`config.mk`:
```
export PLATFORM = sky130hd
export DESIGN_NAME = axil_regfile_flat
export DESIGN_NICKNAME = d
export VERILOG_FILES = /design/src/rtl/axil_regfile_if.sv /design/src/rtl/axil_regfile.sv /design/src/flat_wrapper.sv
export SDC_FILE = /design/constraint.sdc
export NUM_CORES = 2
export LEC_CHECK = 0
export ABC_AREA = 1
export CAP_MARGIN = 10
export CORE_AREA = 2 2 249 251
export CTS_BUF_LIST = sky130_fd_sc_hd__clkbuf_8
export CTS_CLUSTER_SIZE = 10
export DETAILED_ROUTE_END_ITERATION = 8
export DIE_AREA = 0 0 251 253
export HOLD_SLACK_MARGIN = 0.03
export PLACE_DENSITY_LB_ADDON = 0.15
export REMOVE_ABC_BUFFERS = 1
export SYNTH_ARGS = -nofsm -noshare
export SYNTH_HDL_FRONTEND = slang
export SYNTH_SLANG_ARGS = --single-unit
```
`constraint.sdc`:
```
create_clock -name clk -period 1.9 [get_ports clk]
set_input_delay 0.285 -clock clk [delete_from_list [all_inputs] [get_ports clk]]
set_output_delay 0.285 -clock clk [all_outputs]
set_load 0.01 [all_outputs]
```
`src/rtl/axil_regfile_if.sv`:
```
// AXI4-Lite slave bus bundle for axil_regfile; the slave modport is the register
// file side, the master modport is the bus driver side.
interface axil_regfile_if #(
  parameter int ADDR_W = 12,
  parameter int DATA_W = 32
);
  logic [ADDR_W-1:0]   s_axi_awaddr;
  logic                s_axi_awvalid;
  logic                s_axi_awready;
  logic [DATA_W-1:0]   s_axi_wdata;
  logic [DATA_W/8-1:0] s_axi_wstrb;
  logic                s_axi_wvalid;
  logic                s_axi_wready;
  logic [1:0]          s_axi_bresp;
  logic                s_axi_bvalid;
  logic                s_axi_bready;
  logic [ADDR_W-1:0]   s_axi_araddr;
  logic                s_axi_arvalid;
  logic                s_axi_arready;
  logic [DATA_W-1:0]   s_axi_rdata;
  logic [1:0]          s_axi_rresp;
  logic                s_axi_rvalid;
  logic                s_axi_rready;

  modport slave (
    input  s_axi_awaddr, s_axi_awvalid, s_axi_wdata, s_axi_wstrb, s_axi_wvalid,
    input  s_axi_bready, s_axi_araddr, s_axi_arvalid, s_axi_rready,
    output s_axi_awready, s_axi_wready, s_axi_bresp, s_axi_bvalid,
    output s_axi_arready, s_axi_rdata, s_axi_rresp, s_axi_rvalid
  );

  modport master (
    output s_axi_awaddr, s_axi_awvalid, s_axi_wdata, s_axi_wstrb, s_axi_wvalid,
    output s_axi_bready, s_axi_araddr, s_axi_arvalid, s_axi_rready,
    input  s_axi_awready, s_axi_wready, s_axi_bresp, s_axi_bvalid,
    input  s_axi_arready, s_axi_rdata, s_axi_rresp, s_axi_rvalid
  );
endinterface

```
`src/rtl/axil_regfile.sv`:
```
// AXI4-Lite register file with flat register outputs and per-register write strobes.
// Optional macro AXIL_WSTRB_EN enables byte-lane write strobes (default: full-word writes).
module axil_regfile #(
  parameter int                DATA_W    = 32,
  parameter int                ADDR_W    = 12,
  parameter int                NUM_REGS  = 16,
  parameter logic [DATA_W-1:0] RESET_VAL = '0
) (
  input  logic                       clk,
  input  logic                       resetn,
  axil_regfile_if.slave              axi,
  output logic [NUM_REGS*DATA_W-1:0] reg_q,
  output logic [NUM_REGS-1:0]        reg_wr_pulse,
  output logic                       dbg_wr_state_o
);
  localparam int STRB_W   = DATA_W / 8;
  localparam int ADDR_LSB = $clog2(STRB_W);
  localparam int IDX_W    = ADDR_W - ADDR_LSB;
  localparam logic [IDX_W:0] NUM_REGS_L = (IDX_W+1)'(NUM_REGS);

  localparam logic [0:0] W_COLLECT = 1'b0;
  localparam logic [0:0] W_RESP    = 1'b1;
  localparam logic [1:0] RESP_OKAY   = 2'b00;
  localparam logic [1:0] RESP_SLVERR = 2'b10;

  // Handshake semantics on every channel: a transfer happens on a rising edge
  // where valid && ready are both high; ready never depends on valid.
  logic [0:0]          wstate_q, wstate_d;
  logic                aw_held_q, aw_held_d;
  logic [IDX_W-1:0]    aw_idx_q, aw_idx_d;
  logic                w_held_q, w_held_d;
  logic [DATA_W-1:0]   wdata_q, wdata_d;
  logic [STRB_W-1:0]   wstrb_q, wstrb_d;
  logic                bvalid_q, bvalid_d;
  logic [1:0]          bresp_q, bresp_d;
  logic [NUM_REGS-1:0] pulse_q, pulse_d;
  logic [DATA_W-1:0]   regs_q [NUM_REGS];
  logic [DATA_W-1:0]   regs_d [NUM_REGS];
  logic                rvalid_q, rvalid_d;
  logic [DATA_W-1:0]   rdata_q, rdata_d;
  logic [1:0]          rresp_q, rresp_d;

  logic             aw_hs, w_hs, ar_hs;
  logic             wr_in_range, rd_in_range;
  logic [IDX_W-1:0] rd_idx;
  logic [DATA_W-1:0] rd_val;
  logic             unused_ok;

  assign axi.s_axi_awready = !aw_held_q && !bvalid_q;
  assign axi.s_axi_wready  = !w_held_q && !bvalid_q;
  assign axi.s_axi_bvalid  = bvalid_q;
  assign axi.s_axi_bresp   = bresp_q;
  assign axi.s_axi_arready = !rvalid_q;
  assign axi.s_axi_rvalid  = rvalid_q;
  assign axi.s_axi_rdata   = rdata_q;
  assign axi.s_axi_rresp   = rresp_q;

  assign aw_hs = axi.s_axi_awvalid && axi.s_axi_awready;
  assign w_hs  = axi.s_axi_wvalid && axi.s_axi_wready;
  assign ar_hs = axi.s_axi_arvalid && axi.s_axi_arready;

  assign wr_in_range = {1'b0, aw_idx_q} < NUM_REGS_L;
  assign rd_idx      = axi.s_axi_araddr[ADDR_W-1:ADDR_LSB];
  assign rd_in_range = {1'b0, rd_idx} < NUM_REGS_L;

  assign reg_wr_pulse   = pulse_q;
  assign dbg_wr_state_o = wstate_q;

  for (genvar gi = 0; gi < NUM_REGS; gi++) begin : g_flat
    assign reg_q[gi*DATA_W +: DATA_W] = regs_q[gi];
  end

`ifdef AXIL_WSTRB_EN
  assign unused_ok = ^{axi.s_axi_awaddr[ADDR_LSB-1:0], axi.s_axi_araddr[ADDR_LSB-1:0]};
`else
  assign unused_ok = ^{axi.s_axi_awaddr[ADDR_LSB-1:0], axi.s_axi_araddr[ADDR_LSB-1:0], wstrb_q};
`endif

  // Write path: AW and W land in independent holding registers; the commit
  // happens one edge after both are held, so bvalid rises two cycles after the later one.
  always_comb begin
    wstate_d  = wstate_q;
    aw_held_d = aw_held_q;
    aw_idx_d  = aw_idx_q;
    w_held_d  = w_held_q;
    wdata_d   = wdata_q;
    wstrb_d   = wstrb_q;
    bvalid_d  = bvalid_q;
    bresp_d   = bresp_q;
    pulse_d   = '0;
    regs_d    = regs_q;

    if (aw_hs) begin
      aw_held_d = 1'b1;
      aw_idx_d  = axi.s_axi_awaddr[ADDR_W-1:ADDR_LSB];
    end
    if (w_hs) begin
      w_held_d = 1'b1;
      wdata_d  = axi.s_axi_wdata;
      wstrb_d  = axi.s_axi_wstrb;
    end

    case (wstate_q)
      W_COLLECT: begin
        if (aw_held_q && w_held_q) begin
          aw_held_d = 1'b0;
          w_held_d  = 1'b0;
          bvalid_d  = 1'b1;
          bresp_d   = wr_in_range ? RESP_OKAY : RESP_SLVERR;
          wstate_d  = W_RESP;
          for (int i = 0; i < NUM_REGS; i++) begin
            if (wr_in_range && aw_idx_q == IDX_W'(i)) begin
              pulse_d[i] = 1'b1;
`ifdef AXIL_WSTRB_EN
              for (int b = 0; b < STRB_W; b++) begin
                if (wstrb_q[b]) regs_d[i][b*8 +: 8] = wdata_q[b*8 +: 8];
              end
`else
              regs_d[i] = wdata_q;
`endif
            end
          end
        end
      end
      W_RESP: begin
        if (axi.s_axi_bready) begin
          bvalid_d = 1'b0;
          wstate_d = W_COLLECT;
        end
      end
      default: wstate_d = W_COLLECT;
    endcase
  end

  // Read path sees regs_q, so a read on a commit edge returns the old value.
  always_comb begin
    rd_val = '0;
    for (int i = 0; i < NUM_REGS; i++) begin
      if (rd_idx == IDX_W'(i)) rd_val = regs_q[i];
    end
  end

  always_comb begin
    rvalid_d = rvalid_q;
    rdata_d  = rdata_q;
    rresp_d  = rresp_q;
    if (rvalid_q && axi.s_axi_rready) rvalid_d = 1'b0;
    if (ar_hs) begin
      rvalid_d = 1'b1;
      rdata_d  = rd_in_range ? rd_val : '0;
      rresp_d  = rd_in_range ? RESP_OKAY : RESP_SLVERR;
    end
  end

  always_ff @(posedge clk) begin
    if (!resetn) begin
      wstate_q  <= W_COLLECT;
      aw_held_q <= 1'b0;
      aw_idx_q  <= '0;
      w_held_q  <= 1'b0;
      wdata_q   <= '0;
      wstrb_q   <= '0;
      bvalid_q  <= 1'b0;
      bresp_q   <= '0;
      pulse_q   <= '0;
      rvalid_q  <= 1'b0;
      rdata_q   <= '0;
      rresp_q   <= '0;
      for (int i = 0; i < NUM_REGS; i++) regs_q[i] <= RESET_VAL;
    end else begin
      wstate_q  <= wstate_d;
      aw_held_q <= aw_held_d;
      aw_idx_q  <= aw_idx_d;
      w_held_q  <= w_held_d;
      wdata_q   <= wdata_d;
      wstrb_q   <= wstrb_d;
      bvalid_q  <= bvalid_d;
      bresp_q   <= bresp_d;
      pulse_q   <= pulse_d;
      rvalid_q  <= rvalid_d;
      rdata_q   <= rdata_d;
      rresp_q   <= rresp_d;
      for (int i = 0; i < NUM_REGS; i++) regs_q[i] <= regs_d[i];
    end
  end
endmodule

```
`src/flat_wrapper.sv`:
```
// flat-port wrapper written by rule: the top's interface ports become plain ports
module axil_regfile_flat 
#(
  parameter int                DATA_W    = 32,
  parameter int                ADDR_W    = 12,
  parameter int                NUM_REGS  = 16,
  parameter logic [DATA_W-1:0] RESET_VAL = '0
)
  (clk, resetn, reg_q, reg_wr_pulse, dbg_wr_state_o, axi_s_axi_awaddr, axi_s_axi_awvalid, axi_s_axi_wdata, axi_s_axi_wstrb, axi_s_axi_wvalid, axi_s_axi_bready, axi_s_axi_araddr, axi_s_axi_arvalid, axi_s_axi_rready, axi_s_axi_awready, axi_s_axi_wready, axi_s_axi_bresp, axi_s_axi_bvalid, axi_s_axi_arready, axi_s_axi_rdata, axi_s_axi_rresp, axi_s_axi_rvalid);
  axil_regfile_if #(.ADDR_W(ADDR_W), .DATA_W(DATA_W)) axi_i ();
  input  logic clk;
  input  logic resetn;
  output logic [NUM_REGS*DATA_W-1:0] reg_q;
  output logic [NUM_REGS-1:0] reg_wr_pulse;
  output logic dbg_wr_state_o;
  input wire logic [$bits(axi_i.s_axi_awaddr)-1:0] axi_s_axi_awaddr;
  input wire logic [$bits(axi_i.s_axi_awvalid)-1:0] axi_s_axi_awvalid;
  input wire logic [$bits(axi_i.s_axi_wdata)-1:0] axi_s_axi_wdata;
  input wire logic [$bits(axi_i.s_axi_wstrb)-1:0] axi_s_axi_wstrb;
  input wire logic [$bits(axi_i.s_axi_wvalid)-1:0] axi_s_axi_wvalid;
  input wire logic [$bits(axi_i.s_axi_bready)-1:0] axi_s_axi_bready;
  input wire logic [$bits(axi_i.s_axi_araddr)-1:0] axi_s_axi_araddr;
  input wire logic [$bits(axi_i.s_axi_arvalid)-1:0] axi_s_axi_arvalid;
  input wire logic [$bits(axi_i.s_axi_rready)-1:0] axi_s_axi_rready;
  output wire logic [$bits(axi_i.s_axi_awready)-1:0] axi_s_axi_awready;
  output wire logic [$bits(axi_i.s_axi_wready)-1:0] axi_s_axi_wready;
  output wire logic [$bits(axi_i.s_axi_bresp)-1:0] axi_s_axi_bresp;
  output wire logic [$bits(axi_i.s_axi_bvalid)-1:0] axi_s_axi_bvalid;
  output wire logic [$bits(axi_i.s_axi_arready)-1:0] axi_s_axi_arready;
  output wire logic [$bits(axi_i.s_axi_rdata)-1:0] axi_s_axi_rdata;
  output wire logic [$bits(axi_i.s_axi_rresp)-1:0] axi_s_axi_rresp;
  output wire logic [$bits(axi_i.s_axi_rvalid)-1:0] axi_s_axi_rvalid;
  assign axi_i.s_axi_awaddr = axi_s_axi_awaddr;
  assign axi_i.s_axi_awvalid = axi_s_axi_awvalid;
  assign axi_i.s_axi_wdata = axi_s_axi_wdata;
  assign axi_i.s_axi_wstrb = axi_s_axi_wstrb;
  assign axi_i.s_axi_wvalid = axi_s_axi_wvalid;
  assign axi_i.s_axi_bready = axi_s_axi_bready;
  assign axi_i.s_axi_araddr = axi_s_axi_araddr;
  assign axi_i.s_axi_arvalid = axi_s_axi_arvalid;
  assign axi_i.s_axi_rready = axi_s_axi_rready;
  assign axi_s_axi_awready = axi_i.s_axi_awready;
  assign axi_s_axi_wready = axi_i.s_axi_wready;
  assign axi_s_axi_bresp = axi_i.s_axi_bresp;
  assign axi_s_axi_bvalid = axi_i.s_axi_bvalid;
  assign axi_s_axi_arready = axi_i.s_axi_arready;
  assign axi_s_axi_rdata = axi_i.s_axi_rdata;
  assign axi_s_axi_rresp = axi_i.s_axi_rresp;
  assign axi_s_axi_rvalid = axi_i.s_axi_rvalid;
  axil_regfile #(.DATA_W(DATA_W), .ADDR_W(ADDR_W), .NUM_REGS(NUM_REGS), .RESET_VAL(RESET_VAL)) u_core (.clk(clk), .resetn(resetn), .axi(axi_i), .reg_q(reg_q), .reg_wr_pulse(reg_wr_pulse), .dbg_wr_state_o(dbg_wr_state_o));
endmodule
```
==> metrics.txt <==
Post-synth EDFFs 0; initial antenna violation count 3; Setup crit start kind register; violated checks setup timing; Die Span Y 253 um; Pwr per Cell Area 718 nW/um^2; Starting Density 40.4%; sequential cell area 12,200 sq um; Clock Latency Late Sink 720 ps; period utilization 116%; crit path kind register to register; Longest Clk Path Bufs 3; grt ovf 0; min-delay worst type input pin to register; Area growth syn-to-layout 50.2%; total CTS buffers 100; die area 63,500 sq um; Slew Limit Fails 0; Seq cells post-synth 609; worst vdd ir 0.000530 V; distinct cell type count of the synthesized netlist 33; Pre-antenna DRT Iters 5; nets@finish 4,044; Post-synth ARST share 0%; Sink Count 609; FILL cells 5,434; port bufs 626; placed cell area 33,000 sq um; P_leak 14.3 nW; number of top-level pins 637; final setup vio count 961; Worst Skew 32.8 ps; multi-input logic area 10,500 sq um; first-pass GRT wire length 164 mm; Synth Instances 3,214; CTS root buf clkbuf_8; Clock Power Share 44.9%; Seq/Total Area, Yosys 49.5%; routed len/inst 25.9 um; yosys synthesis warning count 0; # DRC 0; Sequential Power Share 48.9%; Comb pwr share 6.2%; largest net degree at the start of global routing 94; fin area 37,000 sq um; Hold Vio Cnt, Final 0; Syn Area/Cell 7.66 sq um; Worst Path Arrival 2760 ps; crit path capture type register; post-route ant nets 0; worst hold slack 190 ps; CTS H-tree depth 3; Via Count 27,667; die width 251 um; dominant synthesized flop cell dfxtp_1; Achievable Freq 453 MHz; Critical Path Fanout Max 5; Min Clock Period, post-route 2210 ps; worst endpoint required time 2460 ps; sw power 0.00683 W; switch share 25.7%; R2R setup slack -310 ps; GPL Wtd Cong 0.922; post-DP HPWL 80.2 mm; Slew HR 55.7%; clk slew on worst S/H paths 60 ps; initial drt markers 3,067; Routed WL 125 mm; setup ws final -307 ps; max-cap violations 0; Tightest Pin Transition 660 ps; vias in the first global route 24,347; total track usage 34.7%; synthesized area 24,600 sq um; RSZ-0062 raised after global routing yes; # rows 91; internal power 0.0197 W; Core Area 61,000 sq um; vias per cell 5.71; share of layout cells above drive strength 1 13.8%; status complete, but fails checks; CTS tree built
critical path, cell delays in order (launching register included):
cell and delay [ps]:
dfxtp_2 310, or4_4 540, nor3_4 160, buf_12 150, nand2_2 60, nor2_4 120, inv_6 90, nor2_8 110
buf_4 130, buf_12 140, clkbuf_16 170, a21oi_1 70
metrics by stage:
| stage | power, W | std cells | util (%) | setup slack, ps | TNS, ps |
|---|---|---|---|---|---|
| after floorplan | 0.0139 | 2953 | - | -1650 | -264430 |
| after global placement | 0.0148 | 4583 | 54.1 | -922 | -89050 |
| after detailed placement | 0.0148 | 4583 | 54.1 | -906 | -102050 |
| after CTS | 0.0265 | 4794 | 58.5 | -245 | -131590 |
| after global routing | 0.0272 | 4843 | 60.6 | -412 | -177290 |
| final | 0.0265 | 4845 | 60.6 | -307 | -124200 |
path summary, 6_finish.rpt:
check                                         start                 end  depth (start not counted)
worst max-delay path             u_core.aw_idx_q[9]   u_core.reg_q[391]                         11
worst min-delay path            axi_s_axi_wdata[19]  u_core.wdata_q[19]                          3
worst max register to register   u_core.aw_idx_q[9]   u_core.reg_q[391]                         11
worst min register to register   u_core.wdata_q[18]  u_core.wdata_q[18]                          2
cell type report:
cell class                      instances  area share [%]
Clock buffer                          124            4.61
Antenna cell                            3          0.0203
Tap cell                              790            2.67
Multi-Input combinational cell       2119            28.5
Sequential cell                       609            33.0
Timing Repair Buffer                  922            28.0
Inverter                              225            2.32
Clock inverter                         53           0.876
per-layer routing:
| layer | vias to the layer above | GRT usage [%] | part of all wire, % |
|---|---|---|---|
| met4 | 2 | 15.6 | 4.8 |
| met1 | 13098 | 44.0 | 39 |
| met2 | 1773 | 56.3 | 45 |
| li1 | 12478 | - | - |
| met3 | 316 | 7.99 | 11 |
| met5 | - | 0 | 0.010 |
state kept, by name, indices dropped and copies added (netlist names):
register	count
u_core.aw_idx_q	10
u_core.reg_wr_pulse	16
u_core.dbg_wr_state_o	1
u_core.reg_q	512
u_core.axi.s_axi_bvalid	1
u_core.axi.s_axi_rvalid	1
u_core.w_held_q	1
u_core.wdata_q	32
u_core.aw_held_q	1
u_core.axi.s_axi_rdata	32
u_core.axi.s_axi_bresp	1
u_core.axi.s_axi_rresp	1
cell usage in the layout, fill, tap and decap left out, types with 11 or more instances in the layout:
master,Yosys,layout
o21ai_0,559,409
or2_2,12,12
buf_8,0,12
o21ai_2,0,24
dfxtp_1,609,608
nor2_4,13,30
a21oi_2,0,11
clkbuf_16,0,26
buf_4,2,153
nand3_1,82,82
buf_16,0,16
o21ai_1,35,156
inv_1,185,212
clkbuf_8,0,124
nand2_1,436,431
a21oi_1,634,623
nand4_1,96,96
clkinv_1,34,34
clkdlybuf4s50_1,0,606
clkinv_2,0,14
nor3_1,31,30
buf_12,0,76
nor2_1,195,178
buf_6,48,13
repair_timing:
action	CTS	global route
endpoints found under the setup margin	1094	1087
gates resized for setup	118	183
hold buffers	1	0
setup buffers	19	17
pin swaps	2	18
hold endpoints to repair	38	0
cloned	14	31
power by group through the flow:
stage	combinational [W]	sequential, W	clock, W
floorplan	0.000597	0.0133	0
global placement	0.00155	0.0133	0
detailed placement	0.00155	0.0133	0
CTS	0.00157	0.0130	0.0119
global route	0.00172	0.0130	0.0125
finish	0.00164	0.0130	0.0119
cells by family (layout without fill, tap and decap cells):
logic type	after synthesis	count (layout)	synth area share, %
other cells	1	5	0.0152
compound gates	1230	1230	25.0
buf+inv	487	1324	9.23
simple gates	887	887	16.3
flops	609	609	49.5
cell usage after synthesis (5+ instances only):
cell type  number  share of area [%]
dfxtp_1       609                 49
nor2_4         13               0.59
or2_2          12               0.30
nand3_1        82                1.7
nor2_1        195                3.0
buf_2          60                1.2
inv_1         185                2.8
buf_1           5              0.076
clkbuf_1      147                2.2
clkinv_1       34               0.52
nand2_1       436                6.6
buf_6          48                2.2
inv_2           5              0.076
a21oi_1       634                 13
nor2_2          5               0.13
nor3_1         31               0.63
o21ai_1        35               0.71
nand4_1        96                2.4
o21ai_0       559                 11
No activity file was read; power rests on OpenSTA's default activity.
